## src/rtl/seg7_scan_ctrl.sv

```systemverilog
// Time-multiplexed scan controller for an N-digit common-cathode 7-segment display.
// Optional decimal-point support is enabled by defining SEG7_DECIMAL_POINT_EN.
module seg7_scan_ctrl #(
    parameter int NUM_DIGITS   = 4,
    parameter int DIGIT_CYCLES = 1000,
    parameter int GAP_CYCLES   = 10
) (
    input  logic                    clk,
    input  logic                    rst,
    input  logic                    enable,
    input  logic [4*NUM_DIGITS-1:0] digits_in,
    input  logic                    load,
    input  logic                    blank_lz,
`ifdef SEG7_DECIMAL_POINT_EN
    input  logic [NUM_DIGITS-1:0]   dp_in,
    output logic                    dp,
`endif
    output logic                    load_ack,
    output logic                    frame_done,
    output logic [NUM_DIGITS-1:0]   digit_en,
    output logic [6:0]              Segment
);

    localparam int IDX_W   = (NUM_DIGITS > 1) ? $clog2(NUM_DIGITS) : 1;
    localparam int CNT_MAX = (DIGIT_CYCLES > GAP_CYCLES) ? DIGIT_CYCLES : GAP_CYCLES;
    localparam int CNT_W   = $clog2(CNT_MAX + 1);
    localparam logic [CNT_W-1:0] DIG_LAST = CNT_W'(DIGIT_CYCLES - 1);
    localparam logic [CNT_W-1:0] GAP_LAST = CNT_W'((GAP_CYCLES > 0) ? GAP_CYCLES - 1 : 0);
    localparam logic [IDX_W-1:0] IDX_LAST = IDX_W'(NUM_DIGITS - 1);

    typedef enum logic [1:0] {IDLE, SCAN, GAP} state_t;

    state_t                  state_q, state_d;
    logic [IDX_W-1:0]        idx_q, idx_d;
    logic [CNT_W-1:0]        cnt_q, cnt_d;
    logic [4*NUM_DIGITS-1:0] active_q, active_d;
    logic [4*NUM_DIGITS-1:0] shadow_q, shadow_d;
    logic                    pending_q, pending_d;
    logic                    load_ack_q, load_ack_d;
    logic                    frame_done_q, frame_done_d;
    logic [NUM_DIGITS-1:0]   digit_en_q, digit_en_d;
    logic [6:0]              segment_q, segment_d;
    logic                    start, wrap, commit;
    logic [3:0]              nib;
`ifdef SEG7_DECIMAL_POINT_EN
    logic [NUM_DIGITS-1:0]   active_dp_q, active_dp_d;
    logic [NUM_DIGITS-1:0]   shadow_dp_q, shadow_dp_d;
    logic                    dp_q, dp_d;
`endif

    function automatic logic [6:0] decode(input logic [3:0] bcd);
        case (bcd)
            4'd0: return 7'b1111110;
            4'd1: return 7'b0110000;
            4'd2: return 7'b1101101;
            4'd3: return 7'b1111001;
            4'd4: return 7'b0110011;
            4'd5: return 7'b1011011;
            4'd6: return 7'b1011111;
            4'd7: return 7'b1110000;
            4'd8: return 7'b1111111;
            4'd9: return 7'b1111011;
            default: return 7'b0000000;
        endcase
    endfunction

    // A digit is a leading zero when it and every more significant digit are 0.
    function automatic logic is_leading_zero(input logic [4*NUM_DIGITS-1:0] act,
                                             input logic [IDX_W-1:0]        idx);
        logic all_zero;
        all_zero = 1'b1;
        for (int k = 0; k < NUM_DIGITS; k++) begin
            if (k >= int'(idx) && act[k*4 +: 4] != 4'd0) all_zero = 1'b0;
        end
        return (idx != '0) && all_zero;
    endfunction

    // NOTE: every variable gets a default at the top of always_comb so no latch is inferred.
    always_comb begin
        state_d = state_q;
        idx_d   = idx_q;
        cnt_d   = cnt_q;
        start   = 1'b0;
        wrap    = 1'b0;
        case (state_q)
            IDLE: begin
                if (enable) begin
                    state_d = SCAN;
                    idx_d   = '0;
                    cnt_d   = '0;
                    start   = 1'b1;
                end
            end
            SCAN, GAP: begin
                if (!enable) begin
                    state_d = IDLE;
                    idx_d   = '0;
                    cnt_d   = '0;
                end else if (state_q == SCAN && cnt_q != DIG_LAST) begin
                    cnt_d = cnt_q + 1'b1;
                end else if (state_q == GAP && cnt_q != GAP_LAST) begin
                    cnt_d = cnt_q + 1'b1;
                end else if (state_q == SCAN && GAP_CYCLES > 0) begin
                    state_d = GAP;
                    cnt_d   = '0;
                end else begin
                    state_d = SCAN;
                    cnt_d   = '0;
                    if (idx_q == IDX_LAST) begin
                        idx_d = '0;
                        wrap  = 1'b1;
                    end else begin
                        idx_d = idx_q + 1'b1;
                    end
                end
            end
            default: begin
                state_d = IDLE;
                idx_d   = '0;
                cnt_d   = '0;
            end
        endcase

        // A load coinciding with a commit re-arms pending for the following wrap.
        commit    = pending_q && (start || wrap);
        active_d  = commit ? shadow_q : active_q;
        shadow_d  = load ? digits_in : shadow_q;
        pending_d = load || (pending_q && !commit);
`ifdef SEG7_DECIMAL_POINT_EN
        active_dp_d = commit ? shadow_dp_q : active_dp_q;
        shadow_dp_d = load ? dp_in : shadow_dp_q;
        dp_d        = (state_d == SCAN) ? active_dp_d[idx_d] : 1'b0;
`endif

        load_ack_d   = commit;
        frame_done_d = wrap;
        digit_en_d   = '0;
        segment_d    = '0;
        nib          = active_d[idx_d*4 +: 4];
        if (state_d == SCAN) begin
            digit_en_d[idx_d] = 1'b1;
            if (!(blank_lz && is_leading_zero(active_d, idx_d))) segment_d = decode(nib);
        end
    end

    // NOTE: the digit buffers are reset along with the control state so a
    // reset mid-scan leaves nothing stale to display or commit.
    always_ff @(posedge clk) begin
        if (rst) begin
            state_q      <= IDLE;
            idx_q        <= '0;
            cnt_q        <= '0;
            active_q     <= '0;
            shadow_q     <= '0;
            pending_q    <= 1'b0;
            load_ack_q   <= 1'b0;
            frame_done_q <= 1'b0;
            digit_en_q   <= '0;
            segment_q    <= '0;
`ifdef SEG7_DECIMAL_POINT_EN
            active_dp_q  <= '0;
            shadow_dp_q  <= '0;
            dp_q         <= 1'b0;
`endif
        end else begin
            state_q      <= state_d;
            idx_q        <= idx_d;
            cnt_q        <= cnt_d;
            active_q     <= active_d;
            shadow_q     <= shadow_d;
            pending_q    <= pending_d;
            load_ack_q   <= load_ack_d;
            frame_done_q <= frame_done_d;
            digit_en_q   <= digit_en_d;
            segment_q    <= segment_d;
`ifdef SEG7_DECIMAL_POINT_EN
            active_dp_q  <= active_dp_d;
            shadow_dp_q  <= shadow_dp_d;
            dp_q         <= dp_d;
`endif
        end
    end

    assign load_ack   = load_ack_q;
    assign frame_done = frame_done_q;
    assign digit_en   = digit_en_q;
    assign Segment    = segment_q;
`ifdef SEG7_DECIMAL_POINT_EN
    assign dp         = dp_q;
`endif

endmodule
```

## config.mk

```make
export PLATFORM = sky130hd
export DESIGN_NAME = seg7_scan_ctrl
export DESIGN_NICKNAME = d
export VERILOG_FILES = /design/src/rtl/seg7_scan_ctrl.sv
export SDC_FILE = /design/constraint.sdc
export NUM_CORES = 1
export LEC_CHECK = 0
export ABC_AREA = 1
export BUFFER_PORTS_ARGS = -buffer_cell sky130_fd_sc_hd__buf_4
export CORE_ASPECT_RATIO = 0.6
export CORE_MARGIN = 3
export CORE_UTILIZATION = 41
export CTS_CLUSTER_SIZE = 12
export DETAILED_ROUTE_END_ITERATION = 7
export PLACE_DENSITY_LB_ADDON = 0.3
export SLEW_MARGIN = 20
export SYNTH_ARGS = -nofsm -noshare
export SYNTH_HDL_FRONTEND = slang
export SYNTH_SLANG_ARGS = --single-unit
```

## constraint.sdc

```tcl
create_clock -name clk -period 3.5 [get_ports clk]
set_input_delay 0.35 -clock clk [delete_from_list [all_inputs] [get_ports clk]]
set_output_delay 0.35 -clock clk [all_outputs]
set_load 0.005 [all_outputs]
```

== After elaboration in Yosys (flattened, before gate mapping) ==
Memories as Yosys holds them, arrays and structs flattened. A register that Yosys moved wholly into a read port is not among the register bits.
Index checks and enable logic that the tools add are counted.

* Order comparisons: 5
* Add/subtract/negate cells: 2
* Reduce and logical (&&, ||, !) cells: 22
* Mux-type cells: 34
* Equal/unequal tests: 7
* Shift-type cells: 1
* Bitwise operators: 1

{| class="wikitable"
|+ Operators with widths
! kind !! count
|-
| 2-to-1 mux 10 bit || 4
|-
| 2-to-1 mux 2 bit || 11
|-
| one-hot mux 10 bit (2 select lines) || 1
|-
| 2-to-1 mux 16 bit || 1
|-
| nonzero test 4 bit || 4
|-
| variable part select 16 x 5 -> 4 bit || 1
|-
| 2-to-1 mux 1 bit || 14
|-
| adder 10 x 1 -> 10 bit, second input constant || 1
|-
| logical AND 1 bit || 10
|-
| != test 10 bit, second input constant || 1
|-
| != test 10 x 4 -> 1 bit, second input constant || 1
|-
| one-hot mux 2 bit (2 select lines) || 2
|-
| == test 2 x 1 -> 1 bit, second input constant || 2
|-
| == test 2 bit, second input constant || 2
|-
| greater-or-equal comparator 1 x 2 -> 1 bit, first input constant || 2
|-
| OR reduction 2 bit || 2
|-
| < comparator 2 x 3 -> 1 bit, second input constant || 1
|-
| OR reduction 3 bit || 1
|-
| adder 2 x 1 -> 2 bit, second input constant || 1
|-
| demux 1 bit (select 2 bit) || 1
|-
| greater-or-equal comparator 2 x 1 -> 1 bit, second input constant || 1
|-
| greater-or-equal comparator 2 bit, first input constant || 1
|-
| logical NOT 2 bit || 1
|-
| logical OR 1 bit || 2
|-
| 4 further kinds || 4
|}

* Memories: 1
* Output and inout bits: 13
* Word-level logic and storage cells: 82
* Input port bits: 21
* Register bits after elaboration: 53
* Bits in read-only memories: 112

{| class="wikitable"
|+ Memories
! name !! words !! bits a word !! rd ports !! clocked after memory_dff !! wr ports !! line !! source
|-
| (name not given) || 16 || 7 || 1 || 1 || 0 || 52 || <nowiki>case (bcd)</nowiki>
|}

== Longest topological paths before layout ==
* Depth after elaboration: 20
* Mapped depth: 23
* Depth with buffers taken out: 23

== Worst setup path after synthesis ==
No wires, ideal clock.

* Path type: register to register
* From: reg state_q[0]
* To: reg segment_q[6], in the netlist Segment[6]
* Arrival: 2.529 ns
* Buffers on the path: 1
* Path slack: 0.901 ns
* Clock period less this slack: 2.599 ns
* Data required time: 3.430 ns
* Setup time: 0.070 ns
* Stages on the path, launching flop included: 19
* Cells stage by stage: dfxtp_1 -> inv_1 -> ha_1 -> nand2_1 -> nor2_1 -> nand3_4 -> nand2_4 -> nand2_4 -> buf_6 -> o21ai_1 -> nor2_1 -> nor3_1 -> inv_1 -> ha_1 -> inv_1 -> nand3_1 -> nand2_1 -> nand2_1 -> a21oi_1

* Longest elaborated chain between the ends: 19
* Elaborated cells on any way between the ends: 48
* Those cells by class: 3 x order compare; 3 x eq/ne; 1 x shift; 23 x mux; 1 x bitwise; 17 x reduce/logical

{| class="wikitable"
|+ RTL lines
! what !! line !! source
|-
| from (decl) || 33 || <nowiki>state_t state_q, state_d;</nowiki>
|-
| from (signal assigned) || 166 || <nowiki>state_q <= state_d;</nowiki>
|-
| == test 2 x 1 -> 1 bit / == test 2 bit (equally long branches) || - ||
|-
| 2-to-1 mux 1 bit / logical AND 1 bit (equally long branches) || 103, 101 ||
|-
| 2-to-1 mux 1 bit || 101 || <nowiki>end else if (state_q == GAP && cnt_q != GAP_LAST) begin</nowiki>
|-
| 2-to-1 mux 1 bit || 99 || <nowiki>end else if (state_q == SCAN && cnt_q != DIG_LAST) begin</nowiki>
|-
| 2-to-1 mux 1 bit || 95 || <nowiki>if (!enable) begin</nowiki>
|-
| 2-to-1 mux 1 bit || 85 || <nowiki>case (state_q)</nowiki>
|-
| logical OR 1 bit || 125 || <nowiki>commit = pending_q && (start || wrap);</nowiki>
|-
| logical AND 1 bit || 125 ||
|-
| 2-to-1 mux 16 bit || 126 || <nowiki>active_d = commit ? shadow_q : active_q;</nowiki>
|-
| nonzero test 4 bit || 73 || <nowiki>if (k >= int'(idx) && act[k*4 +: 4] != 4'd0) all_zero = 1'b0;</nowiki>
|-
| logical AND 1 bit || 73 ||
|-
| 2-to-1 mux 1 bit (4 in a row) || 73 ||
|-
| 2-to-1 mux 1 bit || 140 || <nowiki>if (state_d == SCAN) begin</nowiki>
|-
| logical AND 1 bit || 75 || <nowiki>return (idx != '0) && all_zero;</nowiki>
|-
| logical AND 1 bit || 142 || <nowiki>if (!(blank_lz && is_leading_zero(active_d, idx_d))) segment_d = decode(nib);</nowiki>
|-
| OR reduction 3 bit (no source line) || - ||
|-
| to (decl) || 42 || <nowiki>logic [6:0] segment_q, segment_d;</nowiki>
|}

Parallel ways exist; a longest one is shown, timed or not. The select of a mux whose other input is x is not followed.
A chain may end at the register's enable or synchronous reset.

== Worst setup path in the final report ==
* From: reg state_q[1]
* To: reg segment_q[6], in the netlist Segment[6]

Same word-level chain as after synthesis.

==> results by group <==
Outcome
  • Status: completed

Route
  • Routed wl met3: 621 um
  • Via density: 5.024
  • First-pass detailed-route iteration total: 5
  • Top layer reached by signal wires: met4
  • Wire length on met2: 2.589 mm
  • Antenna viol nets, final: 0
  • Initial drt markers: 168
  • Post-Route WL: 7.132 mm
  • WL/cell: 13.21 um
  • # DRC: 0
  • Routed met1 length: 3.826 mm
  • Via count: 2713

Yosys
  • Syn_nets: 449
  • Sequential share of the synthesized area: 41.25%
  • Synth cell types: 32
  • Syn avg cell area: 7.016 um^2
  • Yosys Warn Count: 0
  • Syn Std Cell Area: 2912 um^2
  • Cells after Synth: 415
  • Yosys reg bits: 60

Timing
  • Final period utilization: 88.83%
  • Unrepaired setup endpoints after global routing: no
  • Hold WS: 238.6 ps
  • Worst Setup Slack, final: 390.9 ps
  • Fmax: 321.6 MHz
  • Final setup violation count: 0
  • Skew final: 6.720 ps
  • Setup TNS: 0 ps
  • Slew Limit Fails: 0
  • Slew HR: 60.10%
  • Tmin final: 3109 ps
  • Least-Margin Pin Slew: 597.9 ps
  • Final Hold Viols: 0

Critical path
  • Slowest cell on the critical path: dfxtp_1
  • Crit. End Element: flop
  • Critical path startpoint category: flop
  • CP max stage delay: 410 ps
  • Cell Chain, Critical Path: inv_1, ha_1, nand2_1, nor2_1, nand3_4, nand2_4, nand2_4, o21ai_1, nor2_1, nor3_1, inv_1, ha_1, inv_1, nand3_1, nand2_1, nand2_1, a21oi_1
  • WS Path Type: flop to flop
  • CP max FO: 24
  • CP required: 3760 ps
  • Arrival time worst endpoint: 3370 ps

Clock network
  • CTS tree: built
  • Clk root buf: clkbuf_16
  • # hold bufs at CTS: 0
  • Clk buf depth: 2
  • Worst-path clk slew: 60 ps
  • Worst skew pair latency: 330 ps
  • Post-CTS Setup Bufs: 0
  • H-tree depth: 3
  • Post-CTS sizing: 0
  • Sink Count: 60
  • Num CTS Buffers: 9

Place
  • DP Worst Slack: 443.6 ps
  • RePlAce Congestion: 0.9462
  • Post-DP HPWL: 5.203 mm
  • Input/output buffers: 33
  • Placement Cell Area: 3218 um^2

Floorplanning
  • Die ar.: 8182 um^2
  • Top-Level Pins: 34
  • Die height: 71.28 um
  • Initial Util: 42.87%
  • Width of the die: 114.8 um
  • Area of the core: 6792 um^2
  • Row count: 23

Layout
  • Layout Area Growth over Synthesis: 20.28%
  • Inserted Diodes: 0
  • Final nets: 482
  • Multi-input logic area: 1431 um^2
  • Filler cell count: 648
  • Sequential Area: 1201 um^2
  • Fraction of layout cells with a size suffix above 1: 14.35%
  • Final Cell Area: 3502 um^2

GRT
  • First-pass GRT wire length: 11.99 mm
  • Vias in the first global route: 2450
  • Overflow after GRT: 0
  • GRT Overall Usage: 18.68%
  • Largest net degree at the start of global routing: 32
  • Initial antenna violation count: 0

Power
  • Static leakage: 1.698 nW
  • Power density over the cells: 522.7 nW/um^2
  • Peak VDD IR: 0.2187 mV

Run
  • Max-Cap Viols: 0

Min path
  • Hold Crit Class: input port to flop
-- metal layers --
layer  vias up  track usage, %
li1       1381               -
met1      1205           29.96
met2       114           23.21
met3        13           5.570
met4         0           5.859
met5         -               0
-- Yosys cell counts (all sizes together) --
cell type,instances,area (um^2)
nand2,93,376.6
nor2,69,274.0
dfxtp,60,1201
inv,59,221.5
nand3,33,182.7
a21oi,29,145.1
o21ai,27,153.9
ha,13,162.7
clkbuf,9,33.78
nor3,6,30.03
buf,3,23.77
nand3b,3,22.52
nand4,2,12.51
a211o,1,8.760
a211oi,1,7.510
a221oi,1,8.760
a2bb2oi,1,8.760
nor4,1,6.260
o21a,1,7.510
o221ai,1,8.760
or2,1,6.260
xnor2,1,8.760
-- metrics by stage --
step / power (mW) / instances / util (%)
final: 1.831 / 540 / 51.57
after floorplan: 0.9257 / 415 / -
after detailed placement: 1.012 / 524 / 47.38
after global routing: 1.917 / 540 / 51.57
after CTS: 1.844 / 540 / 51.57
after global placement: 1.008 / 524 / 47.38
-- cell families after synthesis --
family          share of synthesized area, %
simple gates                           31.29
buf+inv                                9.583
fa+ha+maj                              5.587
flops                                  41.25
compound gates                         11.99
xor+xnor                              0.3009
-- cell usage in the layout, fill, tap and decap left out, types with 2 or more instances in the layout --
cell type,instances
buf_4,34
nor2_1,67
clkbuf_16,9
inv_6,2
nand3_1,31
o21ai_1,2
nor3_1,6
nand2_2,2
inv_1,58
clkinvlp_4,2
nand2_1,88
nor2_4,2
o21ai_2,5
nand4_1,2
nand3b_1,3
o21ai_0,20
dfxtp_1,60
nand2_4,3
a21oi_1,29
ha_1,13
clkinv_4,3
-- final cells by class --
class	instances	share of cell area, %
clock inverters	7	1.679
inverters	59	6.324
clock buffers	9	6.431
flip-flops and latches	60	34.30
multi-input cells	284	40.87
well taps	87	3.108
repair buffers	34	7.288
-- power by group --
group / leakage (nW) / internal (mW) / switching [mW]
combinational: 1.07 / 0.0976 / 0.164
sequential: 0.491 / 0.723 / 0.0183
clock: 0.133 / 0.487 / 0.340
-- worst max-delay path: cells and delay by family (launching register included) --
kind,cells,cell delay [ps]
DFF,1,410
buffers and inverters,3,330
AOI/OAI and AO/OA,2,420
adders and majority gates,2,520
and+or+nand+nor,10,1340
-- flip-flops by register name, summed over array words and instances, names as in the netlist --
| name | cells |
|---|---|
| Segment | 7 |
| active_q | 16 |
| cnt_q | 10 |
| state_q | 2 |
| digit_en | 4 |
| frame_done | 1 |
| shadow_q | 16 |
| idx_q | 2 |
| pending_q | 1 |
| load_ack | 1 |
-- final timing paths --
path | endpoint | start | cells past startpoint | slack, ps
setup / recovery | Segment[6] | state_q[1] | 17 | 390
hold / removal | shadow_q[9] | digits_in[9] | 3 | 240
setup reg to reg | Segment[6] | state_q[1] | 17 | 390
hold reg to reg | active_q[5] | active_q[5] | 2 | 470
Note: power is estimated with default switching activity, not from simulation.
